[src/rtl/cam_pkg.sv]
// rtl/cam_pkg.sv - shared sizes, command encoding and sequencer states for cam_ctrl
package cam_pkg;

    localparam int DEPTH = 16;
    localparam int WIDTH = 7;
    localparam int IDXW  = 4;

    typedef enum logic [1:0] {
        OP_NOP    = 2'd0,
        OP_WRITE  = 2'd1,
        OP_SEARCH = 2'd2,
        OP_CLEAR  = 2'd3
    } cam_op_e;

    typedef enum logic [2:0] {
        ST_IDLE    = 3'd0,
        ST_WRITE   = 3'd1,
        ST_SEARCH  = 3'd2,
        ST_CAPTURE = 3'd3,
        ST_CLEAR   = 3'd4,
        ST_RESP    = 3'd5
    } cam_state_e;

endpackage

[src/rtl/cam_match_encoder.sv]
// rtl/cam_match_encoder.sv - hit, multi-hit and lowest-index priority encode of a match mask
module cam_match_encoder
    import cam_pkg::*;
(
    input  logic [DEPTH-1:0] mask,
    output logic             hit,
    output logic             multi,
    output logic [IDXW-1:0]  index
);

    localparam logic [DEPTH-1:0] ONE = DEPTH'(1);

    // Clearing the lowest set bit leaves something only when two or more bits were set.
    always_comb begin
        hit   = |mask;
        multi = |(mask & (mask - ONE));
        index = '0;
        for (int i = DEPTH - 1; i >= 0; i--) begin
            if (mask[i]) begin
                index = IDXW'(i);
            end
        end
    end

endmodule

[src/rtl/cam_ctrl.sv]
// rtl/cam_ctrl.sv - command sequencer, occupancy tracker and response encoder for the cam array
module cam_ctrl
    import cam_pkg::*;
(
    input  logic             clk,
    input  logic             rst_n,
    input  logic             cmd_valid,
    output logic             cmd_ready,
    input  logic [1:0]       cmd_op,
    input  logic [WIDTH-1:0] cmd_data,
    output logic             rsp_valid,
    input  logic             rsp_ready,
    output logic             rsp_hit,
    output logic             rsp_multi,
    output logic [IDXW-1:0]  rsp_index,
    output logic             rsp_evict,
    output logic [DEPTH-1:0] rsp_mask,
    output logic             cam_we,
    output logic [WIDTH-1:0] cam_content,
    output logic             cam_rst_n,
    input  logic [DEPTH-1:0] cam_found
);

    cam_state_e       state;
    cam_state_e       state_n;
    logic [DEPTH-1:0] valid;
    logic [IDXW-1:0]  ptr;
    logic [DEPTH-1:0] match_mask;
    logic             enc_hit;
    logic             enc_multi;
    logic [IDXW-1:0]  enc_index;
    logic             accept;

    assign accept     = cmd_valid & cmd_ready;
    // The array has no notion of empty slots, so raw matches are qualified by occupancy.
    assign match_mask = cam_found & valid;

    cam_match_encoder u_encoder (
        .mask  (match_mask),
        .hit   (enc_hit),
        .multi (enc_multi),
        .index (enc_index)
    );

    // State register.
    always_ff @(posedge clk or negedge rst_n) begin
        if (!rst_n) begin
            state <= ST_IDLE;
        end else begin
            state <= state_n;
        end
    end

    // Next-state: one command in flight, SEARCH waits a cycle for the array's registered compare.
    always_comb begin
        state_n = state;
        unique case (state)
            ST_IDLE: begin
                if (cmd_valid) begin
                    unique case (cam_op_e'(cmd_op))
                        OP_WRITE:  state_n = ST_WRITE;
                        OP_SEARCH: state_n = ST_SEARCH;
                        OP_CLEAR:  state_n = ST_CLEAR;
                        default:   state_n = ST_IDLE;
                    endcase
                end
            end
            ST_WRITE:   state_n = ST_RESP;
            ST_SEARCH:  state_n = ST_CAPTURE;
            ST_CAPTURE: state_n = ST_RESP;
            ST_CLEAR:   state_n = ST_RESP;
            ST_RESP:    state_n = rsp_ready ? ST_IDLE : ST_RESP;
            default:    state_n = ST_IDLE;
        endcase
    end

    // Handshake and write-enable outputs decoded from the current state.
    always_comb begin
        cmd_ready = (state == ST_IDLE);
        rsp_valid = (state == ST_RESP);
        cam_we    = (state == ST_WRITE);
    end

    // Array drive: content latched on accept; array reset held low during CLEAR so it sees one edge.
    always_ff @(posedge clk or negedge rst_n) begin
        if (!rst_n) begin
            cam_content <= '0;
            cam_rst_n   <= 1'b0;
        end else begin
            cam_rst_n <= (state_n != ST_CLEAR);
            if (accept) begin
                cam_content <= cmd_data;
            end
        end
    end

    // Occupancy mask and write pointer, kept in step with the array's one-hot pointer.
    always_ff @(posedge clk or negedge rst_n) begin
        if (!rst_n) begin
            valid <= '0;
            ptr   <= '0;
        end else if (state == ST_WRITE) begin
            valid[ptr] <= 1'b1;
            ptr        <= (ptr == IDXW'(DEPTH - 1)) ? '0 : ptr + 1'b1;
        end else if (state == ST_CLEAR) begin
            valid <= '0;
            ptr   <= '0;
        end
    end

    // Response fields are loaded in the working state and held through RESP.
    always_ff @(posedge clk or negedge rst_n) begin
        if (!rst_n) begin
            rsp_hit   <= 1'b0;
            rsp_multi <= 1'b0;
            rsp_index <= '0;
            rsp_evict <= 1'b0;
            rsp_mask  <= '0;
        end else begin
            unique case (state)
                ST_WRITE: begin
                    rsp_hit   <= 1'b0;
                    rsp_multi <= 1'b0;
                    rsp_index <= ptr;
                    rsp_evict <= valid[ptr];
                    rsp_mask  <= '0;
                end
                ST_CAPTURE: begin
                    rsp_hit   <= enc_hit;
                    rsp_multi <= enc_multi;
                    rsp_index <= enc_index;
                    rsp_evict <= 1'b0;
                    rsp_mask  <= match_mask;
                end
                ST_CLEAR: begin
                    rsp_hit   <= 1'b0;
                    rsp_multi <= 1'b0;
                    rsp_index <= '0;
                    rsp_evict <= 1'b0;
                    rsp_mask  <= '0;
                end
                default: begin
                end
            endcase
        end
    end

endmodule

[config.mk]
export PLATFORM = sky130hd
export DESIGN_NAME = cam_ctrl
export DESIGN_NICKNAME = d
export VERILOG_FILES = /design/src/rtl/cam_pkg.sv /design/src/rtl/cam_match_encoder.sv /design/src/rtl/cam_ctrl.sv
export SDC_FILE = /design/constraint.sdc
export NUM_CORES = 1
export LEC_CHECK = 0
export BUFFER_PORTS_ARGS = -buffer_cell sky130_fd_sc_hd__buf_4
export CORE_MARGIN = 2
export CORE_UTILIZATION = 35
export DETAILED_ROUTE_END_ITERATION = 7
export GPL_ROUTABILITY_DRIVEN = 0
export SYNTH_ARGS = -nofsm -noshare
export SYNTH_HDL_FRONTEND = slang
export SYNTH_SLANG_ARGS = --single-unit
[constraint.sdc]
create_clock -name clk -period 5.6 [get_ports clk]
set_clock_uncertainty 0.2 [all_clocks]
set_input_delay 1.4 -clock clk [delete_from_list [all_inputs] [get_ports clk]]
set_output_delay 1.4 -clock clk [all_outputs]
set_load 0.005 [all_outputs]
### Yosys cells after proc, flatten, opt, wreduce, memory -nomap -nowiden

Cells that the tools add are included.

| cells by class | value |
|---|---|
| add/sub/neg operators | 2 |
| multiplexer cells | 34 |
| equality and inequality tests | 10 |
| reductions and logical operators | 11 |
| magnitude comparators | 2 |
| bitwise operators | 4 |

Operators by type and width:

| cell | count |
|---|---|
| 2-to-1 mux 4 bit | 19 |
| bitwise AND 16 bit | 2 |
| 2-to-1 mux 16 bit | 2 |
| one-hot mux 16 bit (2 select lines) | 1 |
| OR reduction 16 bit | 2 |
| bitwise OR 16 bit | 1 |
| subtractor 16 x 1 -> 16 bit (second input constant) | 1 |
| one-hot mux 3 bit (4 select lines) | 1 |
| one-hot mux 4 bit (3 select lines) | 1 |
| one-hot mux 3 bit (3 select lines) | 1 |
| == test 3 x 2 -> 1 bit (second input constant) | 2 |
| == test 3 bit (second input constant) | 2 |
| 2-to-1 mux 3 bit | 2 |
| one-hot mux 1 bit (2 select lines) | 3 |
| nonzero test 2 bit | 3 |
| less-than comparator 4 x 5 -> 1 bit (second input constant) | 1 |
| adder 4 x 1 -> 4 bit (second input constant) | 1 |
| binary-select mux 1 bit (select 4 bit) | 1 |
| demux 1 bit (select 4 bit) | 1 |
| == test 2 bit (second input constant) | 2 |
| == test 4 bit (second input constant) | 1 |
| >= comparator 4 x 1 -> 1 bit (second input constant) | 1 |
| OR reduction 2 bit | 2 |
| == test 3 x 1 -> 1 bit (second input constant) | 1 |
| 8 further kinds | 9 |

| storage, ports and cells | value |
|---|---|
| output and inout port bits | 34 |
| register bits | 54 |
| word-level logic and storage cells | 73 |

### Depth between registers and ports, before layout

Gate-level depths: netlist of the first run.

| depth | value |
|---|---|
| depth in word-level cells | 18 |
| gate-level depth with buffers | 8 |
| mapped depth without buffers | 7 |

### Hierarchy

Synthesis of the first run repeated with hierarchy kept, for this count alone.

| unflattened totals | value |
|---|---|
| cell total of the unflattened synthesis | 326 |
| area total of the unflattened synthesis | 2979.1 um^2 |

Modules (own cells, without submodules):

| module | area an instance (um^2) | seq. area each (um^2) | times used | cells an instance |
|---|---|---|---|---|
| cam_ctrl | 2656.3 | 1351.3 | 1 | 273 |
| cam_match_encoder | 322.8 | 0.0 | 1 | 53 |

### Worst setup path after synthesis of the first run

OpenSTA, ideal clock, no wires.

| timing | value |
|---|---|
| kind | input to register |
| start point | in cam_found[1] |
| end point | reg rsp_multi |
| library setup time | 0.137 ns |
| stages | 6 |
| path slack | 2.313 ns |
| data required time | 5.263 ns |
| data arrival time | 2.950 ns |
| cell sequence | a222oi_1 nand4_1 nand2b_4 maj3_2 nor4_2 a32oi_1 |

| on the way | value |
|---|---|
| cells in the longest elaborated chain, start to end | 5 |

RTL lines:

| item | RTL line | text |
|---|---|---|
| start: declaration | cam_ctrl.sv:21 | `input logic [DEPTH-1:0] cam_found` |
| bitwise AND 16 bit (*) | cam_ctrl.sv:36 | `assign match_mask = cam_found & valid;` |
| subtractor 16 x 1 -> 16 bit | cam_match_encoder.sv:16 | `multi = \|(mask & (mask - ONE));` |
| bitwise AND 16 bit (*) | cam_match_encoder.sv:16 |  |
| OR reduction 16 bit (*) | cam_match_encoder.sv:16 |  |
| one-hot mux 1 bit (2 select lines) (*) | cam_ctrl.sv:120 | `unique case (state)` |
| end signal: assignment | cam_ctrl.sv:130 | `rsp_multi <= enc_multi;` |
| end: declaration | cam_ctrl.sv:14 | `output logic rsp_multi,` |

Mark *: on every way between the ends. The rest lies on a longest branch, timed or not.
A chain may end at the register's enable or synchronous reset.

### Final worst setup path of the first run

Same ends and word-level chain as after synthesis.

==> results.md, run 1 <==
- Sequential group share of total power: 41.4%
- CTS H-tree lvls: 2
- Drt drc: 0
- Count leader, synth: dfrtp_1
- DRT Wirelength: 7210 µm
- Hold buffers post-CTS: 0
- Mean Syn Cell Area: 9.64 µm²
- Clock power share: 20.3%
- First-pass GRT wire length: 11,900 µm
- Critical Path Sink: rsp_multi$_DFFE_PN0P_
- Critical path type: primary input to register
- Hold Fails Final Rpt: 0
- Avg Vias per Cell: 5.33
- Least-Margin Pin Slew: 1.03 ns
- Post-cts resize count: 0
- Starting DRT DRC Count: 261
- Crit Path Max Fanout: 5
- Die W: 92.0 µm
- Total GRT Usage: 17.7%
- Origin of the worst setup path: cam_found[1]
- Vias in the first global route: 2,267
- Die Y: 92.0 µm
- Clk_lat worst skew: 0.32 ns
- Post-Synthesis Cells: 281
- Clk buf depth: 2
- MaxCap Viol Count: 0
- Routed vias: 2,338
- CP Data Arrival Time: 3.41 ns
- Register area share after synthesis: 49.9%
- # rows: 32
- CP max stage cell: a222oi_1
- Switching pwr: 0.000518 W
- Fmax: 0.290 GHz
- Reg clk slew, reported paths: 0.11 ns
- Ys flop type: dfrtp_1
- Setup TNS: 0 ns
- Die ar.: 0.00846 mm²
- Grt ovf: 0
- Synth cell types: 45
- Initial antenna violation count: 0
- Max_slew headroom: 31.4%
- Final Critical Period: 3.45 ns
- Setup Viol. Count Final: 0
- Largest net degree at the start of global routing: 55
- Post-synth EDFFs: 0
- TritonCTS clock tree: done
- Layout cells sized above 1: 26.4%
- Area growth from synthesis to layout: 24.2%
- Num CTS Buffers: 5
- R2r worst-path depth: 6
- Starting density of the core: 35.6%
- Flops & latches, synth: 54
- Min-delay worst type: register to register
- Post-DP HPWL: 5170 µm
- Routed wire length per instance: 16.4 µm
- Final #Nets: 369
- Critical Path Sink Type: register
- Post-synth net total: 314
- Startpoint Class: primary input
- Reg2reg start: valid[1]$_DFFE_PN0N_
- CP Cell Sequence: buf_4 -> a222oi_1 -> nand4_1 -> nand2b_4 -> maj3_2 -> nor4_2 -> a32oi_1
- Crit-path max cell delay: 0.69 ns
- Total core area: 0.00761 mm²
- CP Depth: 7
- Cell taking the most area after synthesis: dfrtp_1
- # diodes: 0
- Power density over the cells: 403 mW/mm²
- Root buf cell: clkbuf_8
- Post-Layout Cell Count: 439
- Peak supply drop: 159 µV
- Slew Viols, Final: 0
- Bufs and invs on worst path: 1
- FFs w/ async S/R, synth: 100%
- First-pass DRT Iterations: 4
- Logic pwr share: 38.3%
- CTS Sinks: 54
- R2R Setup Slk: 2.87 ns
- Internal power: 0.000837 W
- Reg-to-reg endpoint: rsp_multi$_DFFE_PN0P_
- Largest cells by area after synthesis: dfrtp_1, nor2_1, nand2_1
- Final period utilization: 61.6%
- Kind of cell adding the most delay to the critical path: compound AO/OA/AOI/OAI gates
- Leak pwr: 1.59 nW
- Top cells by count, synth: dfrtp_1, nor2_1, nand2_1, a21oi_1, clkbuf_1
- Post CTS Setup Buffer Count: 0
- Switching power share of the total: 38.2%
- Antenna-violating nets left: 0
- Status: completed
- Mapped Area: 0.00271 mm²
- RSZ-0062 raised after global routing: false
- Share of the synthesized area in the top cell type: 49.9%
- PortBufs: 62
- Total power after layout: 0.00136 W
- Placed cells: 431
- I/O Pins: 63
- CP required: 5.57 ns
- Fill count: 774
- Yosys Warn Count: 0
-- worst min-delay path by stage --
stage | cells after the start | start | endpoint
finish | 1 | cam_content[2]$_DFFE_PN0P_ | cam_content[2]$_DFFE_PN0P_
global route | 1 | cam_content[0]$_DFFE_PN0P_ | cam_content[0]$_DFFE_PN0P_
CTS | 1 | cam_content[2]$_DFFE_PN0P_ | cam_content[2]$_DFFE_PN0P_
detailed placement | 1 | cam_content[2]$_DFFE_PN0P_ | cam_content[2]$_DFFE_PN0P_
global placement | 1 | cam_content[4]$_DFFE_PN0P_ | cam_content[4]$_DFFE_PN0P_
floorplan | 2 | valid[11]$_DFFE_PN0N_ | valid[11]$_DFFE_PN0N_
-- routing by layer --
layer  track usage, %  vias up  part of all wire (%)
met1             26.5     1140                    49
met5                0        -                     0
met3             3.29        6                   5.9
li1                 -     1115                     -
met2             27.1       77                    44
met4             3.36        0                  0.79
-- layout make-up --
| type | instances | area, µm² | area share (%) |
|---|---|---|---|
| well taps | 102 | 128 | 3.79 |
| inverters | 6 | 22.5 | 0.669 |
| multi-input cells | 206 | 1280 | 38.0 |
| clock inverters | 3 | 43.8 | 1.30 |
| clock buffers | 5 | 68.8 | 2.05 |
| flip-flops and latches | 54 | 1350 | 40.2 |
| repair buffers | 63 | 473 | 14.1 |
-- power groups by stage --
stage                     clock network [W]  logic, W  registers [W]
final                              0.000274  0.000520       0.000561
after global routing               0.000294  0.000576       0.000577
after CTS                          0.000280  0.000516       0.000560
after detailed placement                  0  0.000517       0.000569
after global placement                    0  0.000508       0.000566
after floorplan                           0  0.000354       0.000515
-- cells by family (layout without fill, tap and decap cells) --
group / after synthesis / after routing / synth area share, %
simple gates: 110 / 110 / 18.7
buf+inv: 21 / 77 / 2.96
mux: 12 / 12 / 7.21
flops: 54 / 54 / 49.9
compound gates: 78 / 78 / 18.7
fa+ha+maj: 5 / 5 / 2.26
xor+xnor: 1 / 1 / 0.323
-- flip-flops by register name (all words and copies together), names as in the netlist --
| signal | cells |
|---|---|
| rsp_mask | 16 |
| valid | 16 |
| cam_content | 7 |
| ptr | 4 |
| rsp_index | 4 |
| state | 3 |
| cam_rst_n | 1 |
| rsp_evict | 1 |
| rsp_hit | 1 |
| rsp_multi | 1 |
-- worst register-to-register path, stage by stage, from the launching register on --
cell and delay (ns):
dfrtp_1 0.44, a222oi_1 0.73, nand4_1 0.29, nand2b_4 0.22
maj3_2 0.31, nor4_2 0.26, a32oi_1 0.13
-- cells in the final DEF (no fill, tap or decap), types with 2 or more instances in the layout --
cell type,instances
nand2_1,36
o21a_1,2
inv_1,5
o21ai_0,12
nand4_1,4
a22oi_1,4
a31oi_1,5
nor2b_1,2
nor3_1,5
nand3_1,11
mux4_2,4
nor2_1,39
dfrtp_1,54
buf_4,63
o211ai_1,2
a32oi_1,2
a22o_1,11
and2_1,5
mux2_2,7
a21o_1,2
o21ai_1,5
a21oi_1,24
ha_1,4
clkbuf_8,5
-- per-stage QoR --
stage | area [µm²] | hold WS [ns] | worst slack [ns] | utilization (%)
detailed placement | 3250 | 0.297 | 1.85 | 42.7
floorplan | 2710 | 0.279 | 2.31 | -
global route | 3360 | 0.348 | 2.05 | 44.2
global placement | 3250 | 0.292 | 1.93 | 42.7
finish | 3360 | 0.317 | 2.15 | 44.2
CTS | 3360 | 0.323 | 2.20 | 44.2
Note: power is estimated with default switching activity, not from simulation.
==> inputs of run 2 (changes only) <==
==> constraint.sdc (replaced) <==
create_clock -name clk -period 2.8 [get_ports clk]
set_clock_uncertainty 0.2 [all_clocks]
set_input_delay 0.7 -clock clk [delete_from_list [all_inputs] [get_ports clk]]
set_output_delay 0.7 -clock clk [all_outputs]
set_load 0.005 [all_outputs]
==> results.md, run 2 (synthesis results as in run 1) <==
- Vias in the first global route: 2,402 (+6.0%)
- Num CTS Buffers: 5 (unchanged)
- Largest net degree at the start of global routing: 55 (unchanged)
- Hold Fails Final Rpt: 0 (unchanged)
- Die ar.: 0.00846 mm² (unchanged)
- CP Data Arrival Time: 1.69 ns (-1.72 ns)
- First-pass DRT Iterations: 5 (+1)
- Kind of cell adding the most delay to the critical path: flip-flops
- Post-DP HPWL: 5280 µm (+2.0%)
- Peak supply drop: 328 µV (+110%)
- Fill count: 769 (-0.65%)
- Largest registers: rsp_mask x16, valid x16, cam_content x7
- Total GRT Usage: 18.3% (+0.53 points)
- I/O Pins: 63 (unchanged)
- # rows: 32 (unchanged)
- Least-Margin Pin Slew: 0.697 ns (-0.329 ns)
- CP Cell Sequence: nor2b_1 -> nand2b_1 -> inv_2 -> buf_4
- CP max stage cell: dfrtp_1
- Status: completed
- Power density over the cells: 804 mW/mm² (+100%)
- Routed wire length per instance: 16.4 µm (-0.14%)
- Bufs and invs on worst path: 2 (+1)
- Post-cts resize count: 0 (unchanged)
- Routed vias: 2,376 (+1.6%)
- DRT Wirelength: 7330 µm (+1.7%)
- Grt ovf: 0 (unchanged)
- Hold_ws: 0.217 ns (-0.101 ns)
- Die Y: 92.0 µm (unchanged)
- Leak pwr: 1.62 nW (+1.9%)
- CTS Sinks: 54 (unchanged)
- Layout cells sized above 1: 28.1% (+1.7 points)
- # diodes: 0 (unchanged)
- Clk_lat worst skew: 0.31 ns (about the same)
- Most common cell after layout, fill and taps aside: buf_4
- Fmax: 0.386 GHz
- CP required: 1.90 ns (-3.67 ns)
- MaxCap Viol Count: 0 (unchanged)
- Total core area: 0.00761 mm² (unchanged)
- Startpoint Class: register
- Die W: 92.0 µm (unchanged)
- First-pass GRT wire length: 12,200 µm (+2.4%)
- Hold buffers post-CTS: 0 (unchanged)
- TritonCTS clock tree: done
- Starting DRT DRC Count: 162 (-38%)
- Setup Viol. Count Final: 0 (unchanged)
- Critical path type: register to output port
- RSZ-0062 raised after global routing: false
- Setup TNS: 0 ns (unchanged)
- Slew Viols, Final: 0 (unchanged)
- Most frequent cells in the layout: buf_4, dfrtp_1, nor2_1
- Final period utilization: 92.4%
- Final Critical Period: 2.59 ns
- Max_slew headroom: 53.5% (+22 points)
- Min-delay worst type: primary input to asynchronous set/reset pin
- Clk buf depth: 2 (unchanged)
- Drt drc: 0 (unchanged)
- Initial antenna violation count: 0 (unchanged)
- Reg clk slew, reported paths: 0.11 ns (about the same)
- Avg Vias per Cell: 5.32 (-0.19%)
- Final #Nets: 377 (+2.2%)
- Crit Path Max Fanout: 9 (+4)
- PortBufs: 62 (unchanged)
- Antenna-violating nets left: 0 (unchanged)
- Area growth from synthesis to layout: 26.5%
- Starting density of the core: 35.6% (unchanged)
- Critical Path Sink Type: output port
- Post CTS Setup Buffer Count: 0 (unchanged)
- Crit-path max cell delay: 0.51 ns (-0.18 ns)
- CTS H-tree lvls: 2 (unchanged)
- Root buf cell: clkbuf_8
[run 2: changes by cell type in the layout (fill, tap and decap cells not counted), sizes merged]
cell,delta
inv,-1
buf,+8
clkinv,-1
clkinvlp,+2
[run 2: report_power, final]
group	internal (W)	switching (W)	leakage (nW)	total [W]
sequential	0.000929	0.000180	0.718	0.00111
clock	0.000267	0.000277	0.0504	0.000544
combinational	0.000520	0.000582	0.848	0.00110
[run 2: path summary, 6_finish.rpt]
kind                       depth (start not counted)  slack, ns                  startpoint                          to
min in group clk                                   1       0.32  cam_content[6]$_DFFE_PN0P_  cam_content[6]$_DFFE_PN0P_
min                                                1       0.22                       rst_n     rsp_mask[6]$_DFFE_PN0P_
max in group asynchronous                          1       1.72                       rst_n          ptr[2]$_DFFE_PN0N_
max                                                4       0.21          state[0]$_DFF_PN0_                      cam_we
min reg2reg                                        1       0.32  cam_content[6]$_DFFE_PN0P_  cam_content[6]$_DFFE_PN0P_
max reg2reg                                        6       0.49        valid[1]$_DFFE_PN0N_       rsp_multi$_DFFE_PN0P_
[run 2: layout make-up]
cell class                      count  area, µm²  share of cell area, %
Clock buffer                        5       68.8                   2.01
Clock inverter                      3       45.0                   1.31
Inverter                            6       22.5                  0.657
Multi-Input combinational cell    206       1280                   37.3
Sequential cell                    54       1350                   39.4
Tap cell                          102        128                   3.73
Timing Repair Buffer               71        533                   15.6
[run 2: metrics by stage]
step	util [%]	power, W	setup slack [ns]	std cells	area (µm²)
finish	45.0	0.00275	0.212	447	3430
global route	45.0	0.00294	0.0227	447	3430
CTS	45.0	0.00278	0.187	447	3430
detailed placement	43.5	0.00223	0.120	439	3310
global placement	43.5	0.00220	0.179	439	3310
floorplan	-	0.00174	0.213	281	2710
[run 2: metal layers]
layer	GRT usage, %	vias up	part of all wire [%]
li1	-	1132	-
met1	26.7	1146	48
met2	26.8	87	45
met3	4.03	11	6.5
met4	6.22	0	1.4
met5	0	-	0
==> inputs of run 3 (changes only) <==
--- a/config.mk
+++ b/config.mk
@@ -5,11 +5,14 @@
 export SDC_FILE = /design/constraint.sdc
 export NUM_CORES = 1
 export LEC_CHECK = 0
+export ABC_AREA = 1
 export BUFFER_PORTS_ARGS = -buffer_cell sky130_fd_sc_hd__buf_4
 export CORE_MARGIN = 2
 export CORE_UTILIZATION = 35
 export DETAILED_ROUTE_END_ITERATION = 7
 export GPL_ROUTABILITY_DRIVEN = 0
+export MAX_ROUTING_LAYER = met4
+export SETUP_SLACK_MARGIN = 0.5
 export SYNTH_ARGS = -nofsm -noshare
 export SYNTH_HDL_FRONTEND = slang
 export SYNTH_SLANG_ARGS = --single-unit
==> results.md, run 3 <==
- Status: completed
- Clk buf depth: 2 (unchanged)
- Startpoint Class: register
- Die W: 92.5 µm (+0.57%)
- Critical path type: register to output port
- Die ar.: 0.00856 mm² (+1.1%)
- Yosys Warn Count: 0 (unchanged)
- # rows: 32 (unchanged)
- Setup ws final: 0.608 ns (+0.396 ns)
- Final period utilization: 78.3% (-14 points)
- CP Cell Sequence: nor2_4 -> inv_1 -> nor2_2 -> buf_4
- Crit-path max cell delay: 0.48 ns (-0.03 ns)
- Ys flop type: dfrtp_1
- Leak pwr: 1.75 nW (+8.1%)
- Reg clk slew, reported paths: 0.10 ns (about the same)
- Root buf cell: clkbuf_8
- Area growth from synthesis to layout: 24.9%
- Largest registers: rsp_mask x16, valid x16, cam_content x7
- Share of the synthesized area in the top cell type: 49.3% (-0.59 points)
- Mean Syn Cell Area: 8.16 µm² (-15%)
- Antenna-violating nets left: 0 (unchanged)
- Slew Viols, Final: 0 (unchanged)
- Setup TNS: 0 ns (unchanged)
- Least-Margin Pin Slew: 0.687 ns (-0.0101 ns)
- Count leader, synth: nand2_1
- PortBufs: 62 (unchanged)
- Die Y: 92.5 µm (+0.57%)
- Crit Path Max Fanout: 6 (-3)
- I/O Pins: 63 (unchanged)
- First-pass DRT Iterations: 4 (-1)
- Kind of cell adding the most delay to the critical path: flip-flops
- Num CTS Buffers: 5 (unchanged)
- MaxCap Viol Count: 0 (unchanged)
- Fill count: 773 (+0.52%)
- Clk_lat worst skew: 0.31 ns (about the same)
- Largest net degree at the start of global routing: 55 (unchanged)
- Bufs and invs on worst path: 2 (unchanged)
- Final #Nets: 433 (+15%)
- CP max stage cell: dfrtp_1
- CTS Sinks: 54 (unchanged)
- Reg-to-reg endpoint: rsp_multi$_DFFE_PN0P_
- Initial antenna violation count: 0 (unchanged)
- R2r worst-path depth: 12 (+6)
- DRT Wirelength: 6790 µm (-7.4%)
- Mapped Area: 0.00274 mm² (+1.2%)
- Largest cells by area after synthesis: dfrtp_1, nand2_1, o21ai_0
- FFs w/ async S/R, synth: 100% (unchanged)
- Hold Fails Final Rpt: 0 (unchanged)
- Top cells by count, synth: nand2_1, dfrtp_1, o21ai_0, nor2_1, a21oi_1
- Grt ovf: 0 (unchanged)
- Area of the multi-input gates: 0.00124 mm² (-3.2%)
- R2R Setup Slk: 0.77 ns (+0.28 ns)
- Cell taking the most area after synthesis: dfrtp_1
- Final Critical Period: 2.19 ns (-0.396 ns)
- TritonCTS clock tree: done
- Most common cell after layout, fill and taps aside: nand2_1
- Peak supply drop: 429 µV (+31%)
- Register area share after synthesis: 49.3% (-0.59 points)
- CP Data Arrival Time: 1.29 ns (-0.40 ns)
- Starting density of the core: 35.8% (+0.24 points)
- RSZ-0062 raised after global routing: false
- Min-delay worst type: primary input to asynchronous set/reset pin
- Starting DRT DRC Count: 185 (+14%)
- Setup Viol. Count Final: 0 (unchanged)
- Vias in the first global route: 2,448 (+1.9%)
- Fmax: 0.456 GHz (+18%)
- Reg2reg start: valid[1]$_DFFE_PN0N_
- Routed vias: 2,473 (+4.1%)
- Total GRT Usage: 17.5% (-0.77 points)
- Max_slew headroom: 54.2% (+0.67 points)
- Dpl ws: 0.401 ns (+0.280 ns)
- Drt drc: 0 (unchanged)
- Layout cells sized above 1: 25.7% (-2.4 points)
- First-pass GRT wire length: 11,600 µm (-4.4%)
- Routed wire length per instance: 13.5 µm (-18%)
- CP required: 1.90 ns (about the same)
- Critical Path Sink Type: output port
- Total core area: 0.00765 mm² (+0.53%)
- Avg Vias per Cell: 4.92 (-7.5%)
- Origin of the worst setup path: state[2]$_DFF_PN0_
- Post-synth EDFFs: 0 (unchanged)
- Post-Synthesis Cells: 336 (+20%)
- Synth cell types: 32 (-29%)
- CTS H-tree lvls: 2 (unchanged)
- Post-synth net total: 369 (+18%)
- Power density over the cells: 743 mW/mm² (-7.5%)
- Post-DP HPWL: 5140 µm (-2.6%)
- Flops & latches, synth: 54 (unchanged)
- # diodes: 0 (unchanged)
- Most frequent cells in the layout: nand2_1, buf_4, dfrtp_1
- Sequential cell area: 0.00135 mm² (unchanged)
-- run 3: cell count changes after synthesis, sizes merged, moves of 4 or more --
cell,delta
a22oi,-4
a21oi,+5
nand2,+48
mux4,-5
inv,+26
o21ai,+25
clkbuf,-7
and2,-5
a22o,-12
-- run 3: power by group --
part | switching [W] | internal, W | leakage (nW)
registers | 0.000138 | 0.000911 | 0.721
logic | 0.000621 | 0.000442 | 0.981
clock network | 0.000257 | 0.000177 | 0.0452
-- run 3: cell type report --
type / count / area share (%)
multi-input combinational: 240 / 36.1
sequential: 54 / 39.5
timing repair buffer: 67 / 14.7
tap: 102 / 3.73
clock buffer: 6 / 2.12
inverter: 32 / 3.51
clock inverter: 2 / 0.402
-- run 3: metal layers --
layer	GRT usage (%)	vias to the layer above	routed length (µm)
met5	-	-	0
met4	3.73	0	61
met3	3.42	6	356
met2	28.3	60	3300
met1	23.0	1174	3070
li1	-	1233	-
-- run 3: how the worst max path moves through the flow --
stage / to / slack, ns / depth (start not counted)
global placement: rsp_multi$_DFFE_PN0P_ / 0.41 / 13
finish: cmd_ready / 0.61 / 4
detailed placement: rsp_multi$_DFFE_PN0P_ / 0.40 / 13
CTS: cmd_ready / 0.50 / 4
global route: cmd_ready / 0.52 / 4
floorplan: rsp_multi$_DFFE_PN0P_ / 0.77 / 12
-- run 3: cells by family (layout without fill, tap and decap cells) --
kind of cell / Yosys count / in the layout / synth area share (%)
DFF: 54 / 54 / 49.3
xor gates and xnor gates: 1 / 1 / 0.320
AOI/OAI and AO/OA: 83 / 83 / 16.4
and+or+nand+nor: 145 / 145 / 23.4
adders and majority gates: 4 / 4 / 1.83
muxes: 7 / 7 / 2.88
buffers and inverters: 42 / 107 / 5.89
-- run 3: through the flow --
step                      hold WS (ns)  cell area (µm²)  utilization (%)  power, W  instances
after detailed placement         0.271             3330             43.6   0.00213        495
after global placement           0.266             3330             43.6   0.00212        495
after CTS                        0.258             3420             44.7   0.00257        503
after floorplan                  0.204             2740                -   0.00170        336
after global routing             0.284             3420             44.8   0.00276        503
final                            0.233             3420             44.8   0.00255        503
-- run 3: what timing repair did --
action / 4_1_cts / 5_1_grt
endpoints found under the setup margin: 0 / 1
buffers inserted: 0 / 0
resized for setup: 0 / 2
hold buffers: 0 / 0
